$ cat src/rtl/dmem_arbiter.sv
// Data-memory arbiter between the CPU pipeline and the NIC, with NIC burst lock and a one-cycle read-return tag.
// Optional DMEM_ARB_ROUND_ROBIN_EN: round-robin tie-break in ARB instead of fixed CPU priority.
module dmem_arbiter #(
  parameter int unsigned DATA_WIDTH = 64,
  parameter int unsigned ADDR_WIDTH = 16,
  parameter int unsigned MAX_BURST  = 8
) (
  input  logic                  clk,
  input  logic                  rst,
  input  logic                  cpu_req,
  input  logic                  cpu_we,
  input  logic [ADDR_WIDTH-1:0] cpu_addr,
  input  logic [DATA_WIDTH-1:0] cpu_wdata,
  output logic                  cpu_gnt,
  output logic                  cpu_stall,
  output logic                  cpu_rvalid,
  output logic [DATA_WIDTH-1:0] cpu_rdata,
  input  logic                  nic_req,
  input  logic                  nic_we,
  input  logic                  nic_lock,
  input  logic [ADDR_WIDTH-1:0] nic_addr,
  input  logic [DATA_WIDTH-1:0] nic_wdata,
  output logic                  nic_gnt,
  output logic                  nic_rvalid,
  output logic [DATA_WIDTH-1:0] nic_rdata,
  output logic                  mem_en,
  output logic                  mem_we,
  output logic [ADDR_WIDTH-1:0] mem_addr,
  output logic [DATA_WIDTH-1:0] mem_wdata,
  input  logic [DATA_WIDTH-1:0] mem_rdata
);

  localparam int unsigned CNT_W = 8;
  localparam logic [CNT_W-1:0] BURST_MAX = CNT_W'(MAX_BURST);

  typedef enum logic {
    ARB       = 1'b0,
    NIC_BURST = 1'b1
  } state_t;

  state_t           state, state_nxt;
  logic [CNT_W-1:0] burst_cnt, burst_cnt_nxt;
  logic             last_nic, last_nic_nxt;   // 1: NIC won the most recent grant
  logic             rtag_cpu, rtag_cpu_nxt;
  logic             rtag_nic, rtag_nic_nxt;
  logic             cpu_win, nic_win;
  logic             burst_hold;

  // State register; a clock edge with rst high discards everything this cycle granted.
  always_ff @(posedge clk) begin
    if (rst) begin
      state     <= ARB;
      burst_cnt <= '0;
      last_nic  <= 1'b1;
      rtag_cpu  <= 1'b0;
      rtag_nic  <= 1'b0;
    end else begin
      state     <= state_nxt;
      burst_cnt <= burst_cnt_nxt;
      last_nic  <= last_nic_nxt;
      rtag_cpu  <= rtag_cpu_nxt;
      rtag_nic  <= rtag_nic_nxt;
    end
  end

  // Locked burst continues only while the NIC keeps both req and lock high.
  assign burst_hold = (state == NIC_BURST) && nic_req && nic_lock;

  // Winner selection; purely combinational so a lone requester is granted immediately.
  always_comb begin
    cpu_win = 1'b0;
    nic_win = 1'b0;
    if (burst_hold) begin
      if ((burst_cnt == BURST_MAX) && cpu_req) begin
        cpu_win = 1'b1;
      end else begin
        nic_win = 1'b1;
      end
    end else if (cpu_req && nic_req) begin
`ifdef DMEM_ARB_ROUND_ROBIN_EN
      cpu_win = last_nic;
      nic_win = ~last_nic;
`else
      cpu_win = 1'b1;
`endif
    end else begin
      cpu_win = cpu_req;
      nic_win = nic_req;
    end
  end

  // Next-state: FSM, burst counter, last winner and read-return tag.
  always_comb begin
    state_nxt     = state;
    burst_cnt_nxt = burst_cnt;
    last_nic_nxt  = last_nic;
    rtag_cpu_nxt  = cpu_win & ~cpu_we;
    rtag_nic_nxt  = nic_win & ~nic_we;
    if (cpu_win) begin
      last_nic_nxt = 1'b0;
    end else if (nic_win) begin
      last_nic_nxt = 1'b1;
    end
    case (state)
      ARB: begin
        if (nic_win && nic_lock) begin
          state_nxt     = NIC_BURST;
          burst_cnt_nxt = CNT_W'(1);
        end
      end
      NIC_BURST: begin
        if (!burst_hold) begin
          state_nxt     = ARB;
          burst_cnt_nxt = '0;
        end else if (cpu_win) begin
          burst_cnt_nxt = '0;
        end else if (burst_cnt < BURST_MAX) begin
          burst_cnt_nxt = burst_cnt + CNT_W'(1);
        end
      end
      default: begin
        state_nxt     = ARB;
        burst_cnt_nxt = '0;
      end
    endcase
  end

  // Outputs: grants, memory-port mux (zero when idle), stall and gated read returns.
  always_comb begin
    cpu_gnt    = cpu_win;
    nic_gnt    = nic_win;
    cpu_stall  = cpu_req & ~cpu_win;
    mem_en     = cpu_win | nic_win;
    mem_we     = 1'b0;
    mem_addr   = '0;
    mem_wdata  = '0;
    if (cpu_win) begin
      mem_we    = cpu_we;
      mem_addr  = cpu_addr;
      mem_wdata = cpu_wdata;
    end else if (nic_win) begin
      mem_we    = nic_we;
      mem_addr  = nic_addr;
      mem_wdata = nic_wdata;
    end
    cpu_rvalid = rtag_cpu & ~rst;
    nic_rvalid = rtag_nic & ~rst;
    cpu_rdata  = cpu_rvalid ? mem_rdata : '0;
    nic_rdata  = nic_rvalid ? mem_rdata : '0;
  end

endmodule
$ cat config.mk
export PLATFORM = sky130hd
export DESIGN_NAME = dmem_arbiter
export DESIGN_NICKNAME = d
export VERILOG_FILES = /design/src/rtl/dmem_arbiter.sv
export SDC_FILE = /design/constraint.sdc
export NUM_CORES = 1
export LEC_CHECK = 0
export ABC_AREA = 0
export CAP_MARGIN = 25
export CELL_PAD_IN_SITES_DETAIL_PLACEMENT = 1
export CELL_PAD_IN_SITES_GLOBAL_PLACEMENT = 2
export CORE_ASPECT_RATIO = 0.9
export CORE_UTILIZATION = 10
export DETAILED_ROUTE_END_ITERATION = 8
export MAX_ROUTING_LAYER = met4
export PLACE_DENSITY_LB_ADDON = 0.12
export SYNTH_ARGS = -nofsm -noshare
export SYNTH_HDL_FRONTEND = slang
export SYNTH_SLANG_ARGS = --single-unit
$ cat constraint.sdc
create_clock -name clk -period 3.3 [get_ports clk]
set_input_delay 0.825 -clock clk [delete_from_list [all_inputs] [get_ports clk]]
set_output_delay 0.825 -clock clk [all_outputs]
set_load 0.1 [all_outputs]
# [Word level (Yosys, flattened, before mapping)]
# Index checks and enable logic that the tools add are counted.
[totals] ff_bits=11 input_bits=231 out_inout_bits=215
[op_classes] n_addsub=1 order_cmp=1 n_eq_ne=3 mux=22 bitwise=11 reduce_logical=6
[ops] operator="$mux W64" count=4
[ops] operator="$mux W16" count=2
[ops] operator="$mux W8" count=4
[ops] operator="$pmux W8 S2" count=1
[ops] operator="$mux W1" count=10
[ops] operator="$add A8 B1 Y8 const B" count=1
[ops] operator="$eq A8 B4 Y1 const B" count=1
[ops] operator="$lt A8 B4 Y1 const B" count=1
[ops] operator="$and A1 B1 Y1" count=5
[ops] operator="$logic_and A1 B1 Y1" count=5
[ops] operator="$not A1 Y1" count=5
[ops] operator="$ne A4 B3 Y1 const B" count=1
[ops] operator="$ne A2 B2 Y1 const B" count=1
[ops] operator="$pmux W1 S2" count=1
[ops] operator="$reduce_and A2 Y1" count=1
[ops] operator="$or A1 B1 Y1" count=1

# [Longest topological paths before layout]
# Gate-level depths: netlist of the first run.
[logic_depth] depth_word=7 mapped_depth=8

# [Worst setup path after synthesis of the first run]
# No wires, ideal clock.
[synth_path] path_type="input to output" start="in nic_req" end="out mem_addr[0]" arrival_time_ns=3.354 required_ns=2.475 setup_slack_ns=-0.879 cell_stages=6 path_buffers=3 cell_sequence="clkbuf_1 > nand3_1 > a21oi_1 > buf_6 > buf_6 > mux2i_1"
[synth_between] elab_chain_len=5 word_cells_on_any_way=9 classes_between="mux: 6; reduce/logical: 3"
[synth_rtl] item="start, declared" line="18" rtl="input logic nic_req,"
[synth_rtl] item="$logic_and A1 B1 Y1 (on tied branches)" line="79, 67"
[synth_rtl] item="$mux W1 or $logic_and A1 B1 Y1 (tied branches)" line="79, 67"
[synth_rtl] item="$mux W1" line="73" rtl="if (burst_hold) begin"
[synth_rtl] item="$mux W16" line="141" rtl="end else if (nic_win) begin"
[synth_rtl] item="$mux W16 *" line="137" rtl="if (cpu_win) begin"
[synth_rtl] item="end, declared" line="28" rtl="output logic [ADDR_WIDTH-1:0] mem_addr,"
# Every way passes the cells marked *; elsewhere a longest branch is shown, timed or not.

# [Final worst setup path of the first run]
[layout_path] start="in nic_lock" end="out mem_addr[3]"
[layout_between] elab_chain_len=4 word_cells_on_any_way=5 classes_between="mux: 4; reduce/logical: 1"
[layout_rtl] item="start, declared" line="20" rtl="input logic nic_lock,"
[layout_rtl] item="$logic_and A1 B1 Y1 *" line="67" rtl="assign burst_hold = (state == NIC_BURST) && nic_req && nic_lock;"
[layout_rtl] item="$mux W1" line="73"
[layout_rtl] item="$mux W16" line="141"
[layout_rtl] item="$mux W16 *" line="137"
# Marks and branches as above.

==> flow_summary.toml, run 1 <==
[worst_setup_path]
crit_buf_inv = 4
reg2reg_setup_slack_ns = 1.07
worstPathMaxFanout = 9
crit_path_end_kind = "output pin"
timing.critical_path.required_ns = 2.47
worstSetupStartpointType = "primary input"
path_delay_family = "buffers and inverters"
cp_slowest_stage_delay_ns = 0.31
worst-setup-path-type = "primary input to output pin"
timing.critical_path.cells = "clkdlybuf4s15_1, nand3_4, a21oi_4, buf_4, bufbuf_16, mux2i_4, buf_12"
crit_slowest_cell = "sky130_fd_sc_hd__bufbuf_16"
worst_ep_arrival_time_ns = 2.37

[synthesis]
synth.yosys.seq_area_share = 0.0754
postSynthRegisterBits = 11
synth-edff-count = 0
synthFlopType = "sky130_fd_sc_hd__dfxtp_1"
gate_count_post_synth = 463
syn-mean-instance-area_sq_um = 6.31
synth-warning-count = 0
asyncSetResetFlopFracSynth = 0
mappedNetlistNets = 696
ys_types = 27
mapped_cell_area_sq_mm = 0.00292

[floorplan]
die_h_um = 164
ios = 446
die_x_um = 182
num_rows = 58
placeableCoreArea_sq_mm = 0.0283
starting_utilization_of_the_core_area = 0.103
design.die.area_sq_mm = 0.0299

[timing]
fin_worst_skew_ns = 0.00873
finalHoldViolCount = 0
worst_slew_margin_rel = 0.671
finalSetupViolations = 0
worst_pin_slew_ns = 0.494
setup_ws_ns = 0.106
post-route-min-period_ns = 3.19
grt_setup_unrepaired = "false"
slew_viol_final = 0
timing.hold.ws_ns = 0.473
timing.final.crit_share = 0.968
clock.fmax_mhz = 313

[run_status]
status = "finished, final reports clean"

[finish]
antennaDiodeCount = 0
area_growth_pct = 295
number_of_nets_in_the_layout = 1153
final_cell_mix = "227 x sky130_fd_sc_hd__clkdlybuf4s50_1, 227 x sky130_fd_sc_hd__buf_12, 130 x sky130_fd_sc_hd__and2_1"
drive_gt1_frac = 0.384
final-instance-count-excl-fill = 1279

[clocking]
post_cts_hold_buffer_count = 0
clkSinkCount = 11
cts.reportedPaths.clkPinSlew_ns = 0.05
cts_root_buffer = "sky130_fd_sc_hd__clkbuf_16"
cts_tree = "built"
cts_max_path_buffers = 2
htree_num_levels = 1
worst_skew_pair.late_latency_ns = 0.24
cts-buffers-inserted = 3

[global_routing]
largest_net_degree_at_the_start_of_global_routing = 88
number_of_global_route_vias_before_repair = 5140
wire_length_of_the_first_global_routing_pass_um = 31700
gr_ovfl_total = 0
global_route.usage.total = 0.145
grt_antenna_before_repair = 0

[detailed_routing]
average_routed_wire_per_standard_cell_um = 16.9
route.antenna.remaining_nets = 0
drt_drc_violations_left = 0
drt_first_pass_iters = 3
via_per_inst = 3.69
postRouteWirelength_um = 21600
drt_iter0_markers = 88
route.vias.total = 4719

[placement]
gp_routability_congestion = 0.725
port_buffers = 445
setup_slack_after_placement_ns = -0.234
dp_hpwl_um = 19000
dp_cells = 1258

[worst_hold_path]
worst_hold_path_type = "flop to flop"

[power]
power.ir.vdd_worst_mv = 0.134
leakage_nw = 4.73
power-per-cell-area_mw_per_mm2 = 206

[flow_run]
maxCapViolCount = 0
-- layer usage --
metal  up-vias  wire length, um  GRT usage
li1       2329                -          -
met1      2130             7040      0.137
met2       250            12400      0.290
met3        10             1940     0.0424
met4         0              226     0.0244
met5         -                0          -
-- sequential cells by signal, indices dropped and copies added, names as in the netlist --
name / flops
burst_cnt: 8
rtag_cpu: 1
rtag_nic: 1
state: 1
-- kinds of logic (layout without fill, tap and decap cells) --
kind of cell	after synthesis	in the layout	share of synthesized area
and+or+nand+nor	234	234	0.428
buffers and inverters	119	575	0.170
muxes	81	81	0.278
AOI/OAI and AO/OA	16	16	0.0403
DFF	11	11	0.0754
adders and majority gates	2	2	0.00857
-- worst register-to-register path, stage by stage, from the launching register on --
cell and delay [ns]:
sky130_fd_sc_hd__dfxtp_1 0.35, sky130_fd_sc_hd__inv_1 0.07, sky130_fd_sc_hd__ha_1 0.15, sky130_fd_sc_hd__nand4b_1 0.18, sky130_fd_sc_hd__buf_4 0.19, sky130_fd_sc_hd__buf_4 0.12, sky130_fd_sc_hd__buf_4 0.12, sky130_fd_sc_hd__buf_4 0.12
sky130_fd_sc_hd__buf_4 0.12, sky130_fd_sc_hd__o21ai_0 0.28, sky130_fd_sc_hd__buf_4 0.19, sky130_fd_sc_hd__a21oi_1 0.07, sky130_fd_sc_hd__and2_1 0.16
-- metrics by stage --
step	area, sq um	power [mW]	setup TNS (ns)	util
floorplan	3850	1.27	-9.49	-
global placement	11100	2.12	-13.64	0.392
detailed placement	11100	2.12	-13.77	0.392
CTS	11500	2.41	0	0.407
global route	11500	2.46	0	0.407
finish	11500	2.38	0	0.407
-- path summary, 6_finish.rpt --
path | startpoint | end | cells past startpoint
max | nic_lock | mem_addr[3] | 7
min | burst_cnt[6] | burst_cnt[6] | 1
max reg2reg | burst_cnt[0] | burst_cnt[5] | 12
min reg2reg | burst_cnt[6] | burst_cnt[6] | 1
-- final cells by class --
type	count	area, sq um
clock buffer	3	75.1
tap	360	450
inverter	85	319
sequential	11	220
clock inverter	1	5.00
multi-input combinational	333	3260
fill	3066	16800
timing repair buffer	486	7200
-- power breakdown --
part | internal [mW] | switching [mW] | total [mW]
logic | 0.877 | 1.14 | 2.01
clock network | 0.161 | 0.0638 | 0.225
registers | 0.135 | 0.00226 | 0.138
total | 1.17 | 1.20 | 2.38
-- repair_timing --
action,CTS,global route
hold endpoints to repair,0,0
pin swaps,3,3
gates cloned,4,0
setup buffers,13,0
gates resized for setup,26,3
endpoints found under the setup margin,83,23
-- synth_stat cells, drive strengths merged, types with 3 or more instances --
library cell / count / area (sq um)
and2: 131 / 820
inv: 85 / 319
nand2: 83 / 312
mux2i: 81 / 811
clkbuf: 25 / 93.8
dfxtp: 11 / 220
buf: 9 / 82.6
a31oi: 4 / 25.0
nor2: 4 / 15.0
nor3: 4 / 20.0
o21a: 3 / 22.5
(Power assumes the default switching activity.)
==> inputs of run 2 (changes only) <==
==> constraint.sdc (replaced) <==
create_clock -name clk -period 3.6 [get_ports clk]
set_input_delay 0.9 -clock clk [delete_from_list [all_inputs] [get_ports clk]]
set_output_delay 0.9 -clock clk [all_outputs]
set_load 0.1 [all_outputs]
==> run 2 against run 1 <==
Die area did not move. Clock power shrank 8%. Non-clock buffer count fell by 5. Register-to-register slack better by 0.55 ns. Via count barely moved. Routed wire length is 1.4% lower. Core utilization down 1.7 points. Cell area fell by 4.1%. Count of clock-buffer cells in the layout grew 1. Power fell by 11%. Largest cell class unchanged. Global-route usage down 0.73 points. Critical path depth is 2 lower.
==> flow_summary.toml, run 2 (same netlist as run 1, synthesis figures left out) <==
[timing]
fin_worst_skew_ns = 0.00651
post-route-min-period_ns = 3.34
finalSetupViolations = 0
worst_slew_margin_rel = 0.637
grt_setup_unrepaired = "false"
timing.hold.ws_ns = 0.463
worst_pin_slew_ns = 0.544
slew_viol_final = 0
finalHoldViolCount = 0
timing.final.crit_share = 0.929
clock.fmax_mhz = 299

[finish]
final-instance-count-excl-fill = 1277
largest_register_ffs = 8
final_cell_mix = "227 x sky130_fd_sc_hd__clkdlybuf4s50_1, 225 x sky130_fd_sc_hd__buf_12, 131 x sky130_fd_sc_hd__and2_1"
drive_gt1_frac = 0.377
number_of_nets_in_the_layout = 1148
fillCellCount = 3058
area_growth_pct = 279
most_frequent_standard_cell_in_the_layout_excluding_fill_and_tap_cells = "sky130_fd_sc_hd__clkdlybuf4s50_1"
layout.core_utilization = 0.391
largest_register = "burst_cnt"

[detailed_routing]
postRouteWirelength_um = 21300
route.antenna.remaining_nets = 0
drt_drc_violations_left = 0
route.vias.total = 4720
drt_first_pass_iters = 3
drt_iter0_markers = 77
average_routed_wire_per_standard_cell_um = 16.7
via_per_inst = 3.70

[worst_hold_path]
worst_hold_path_type = "flop to flop"

[clocking]
cts.reportedPaths.clkPinSlew_ns = 0.04
cts_max_path_buffers = 2
cts_tree = "built"
worst_skew_pair.late_latency_ns = 0.24
post_cts_hold_buffer_count = 0
cts_root_buffer = "sky130_fd_sc_hd__clkbuf_16"
clkSinkCount = 11
htree_num_levels = 1
cts-buffers-inserted = 3

[power]
power.ir.vdd_worst_mv = 0.117
leakage_nw = 4.63
power-per-cell-area_mw_per_mm2 = 190

[floorplan]
die_h_um = 164
num_rows = 58
ios = 446
starting_utilization_of_the_core_area = 0.103
placeableCoreArea_sq_mm = 0.0283
design.die.area_sq_mm = 0.0299
die_x_um = 182

[worst_setup_path]
timing.critical_path.required_ns = 2.70
worst-setup-path-type = "primary input to output pin"
worstSetupStartpointType = "primary input"
worst_ep_arrival_time_ns = 2.44
worstPathMaxFanout = 65
crit_slowest_cell = "sky130_fd_sc_hd__clkdlybuf4s50_1"
crit_buf_inv = 3
cp_slowest_stage_delay_ns = 0.57
crit_path_end_kind = "output pin"
path_delay_family = "buffers and inverters"
crit_top_cell = "sky130_fd_sc_hd__buf_12"
timing.critical_path.cells = "clkdlybuf4s50_1, nor2b_4, buf_12, and2_1, buf_12"

[global_routing]
global_route.usage.total = 0.137
grt_antenna_before_repair = 2
number_of_global_route_vias_before_repair = 5058
gr_ovfl_total = 0
largest_net_degree_at_the_start_of_global_routing = 88
wire_length_of_the_first_global_routing_pass_um = 30500

[placement]
port_buffers = 445
dp_cells = 1262
dp_hpwl_um = 18400
gp_routability_congestion = 0.739

[flow_run]
maxCapViolCount = 0

[run_status]
status = "finished, final reports clean"
==> run 2: changes by cell type in the layout (fill, tap and decap cells not counted), moves of 2 or more <==
cell	change
sky130_fd_sc_hd__diode_2	+3
sky130_fd_sc_hd__buf_16	-4
sky130_fd_sc_hd__mux2i_2	+43
sky130_fd_sc_hd__dlymetal6s2s_1	+2
sky130_fd_sc_hd__buf_12	-2
sky130_fd_sc_hd__clkbuf_16	+4
sky130_fd_sc_hd__mux2i_4	-43
==> run 2: final cells by class <==
type                    count  area, sq um  share of cell area
repair buffers            481         7100               0.642
multi-input cells         333         2890               0.261
well taps                 360          450              0.0407
inverters                  85          319              0.0288
flip-flops and latches     11          220              0.0199
clock buffers               4         78.8             0.00713
diodes                      3         7.51            0.000679
==> run 2: power by group <==
group          switching, mW  internal (mW)  total (mW)
Clock                 0.0581          0.149       0.207
Combinational           1.02          0.758        1.77
Sequential           0.00215          0.124       0.126
==> run 2: path summary, 6_finish.rpt <==
| check | startpoint | end | slack, ns | cells past startpoint |
|---|---|---|---|---|
| setup / recovery | rst | cpu_rdata[1] | 0.26 | 5 |
| setup reg to reg | burst_cnt[0] | burst_cnt[5] | 1.62 | 9 |
| hold reg to reg | burst_cnt[5] | burst_cnt[5] | 0.46 | 1 |
| hold / removal | burst_cnt[5] | burst_cnt[5] | 0.46 | 1 |
==> run 2: repair_timing <==
| item | CTS | global route |
|---|---|---|
| endpoints found under the setup margin | 75 | 76 |
| resized for setup | 13 | 30 |
| cloned | 0 | 4 |
| pin swaps | 1 | 2 |
| setup buffers | 2 | 3 |
==> run 2: metrics by stage <==
step / setup slack, ns / setup TNS [ns] / instance area [sq um] / power (mW)
floorplan: -0.256 / -19.04 / 3260 / 1.06
detailed placement: -0.107 / -4.47 / 10500 / 1.84
finish: 0.257 / 0 / 11100 / 2.11
CTS: -0.0224 / -0.241 / 10700 / 2.07
global route: 0.186 / 0 / 11100 / 2.17
global placement: -0.0967 / -4.45 / 10500 / 1.84
==> run 2: layer usage <==
metal  vias to the layer above  share of wire  global-route usage
met1                      2166           0.34               0.134
met3                         4          0.087              0.0412
met2                       235           0.57               0.271
li1                       2315              -                   -
met4                         0         0.0036              0.0168
met5                         -              0                   -
==> inputs of run 3 (changes only) <==
--- a/config.mk
+++ b/config.mk
@@ -6,7 +6,6 @@
 export NUM_CORES = 1
 export LEC_CHECK = 0
 export ABC_AREA = 0
-export CAP_MARGIN = 25
 export CELL_PAD_IN_SITES_DETAIL_PLACEMENT = 1
 export CELL_PAD_IN_SITES_GLOBAL_PLACEMENT = 2
 export CORE_ASPECT_RATIO = 0.9
@@ -14,6 +13,7 @@
 export DETAILED_ROUTE_END_ITERATION = 8
 export MAX_ROUTING_LAYER = met4
 export PLACE_DENSITY_LB_ADDON = 0.12
+export SKIP_LAST_GASP = 1
 export SYNTH_ARGS = -nofsm -noshare
 export SYNTH_HDL_FRONTEND = slang
 export SYNTH_SLANG_ARGS = --single-unit
==> results of run 3 <==
Same layout as run 2: the final DEF is identical, and so are final timing and power.
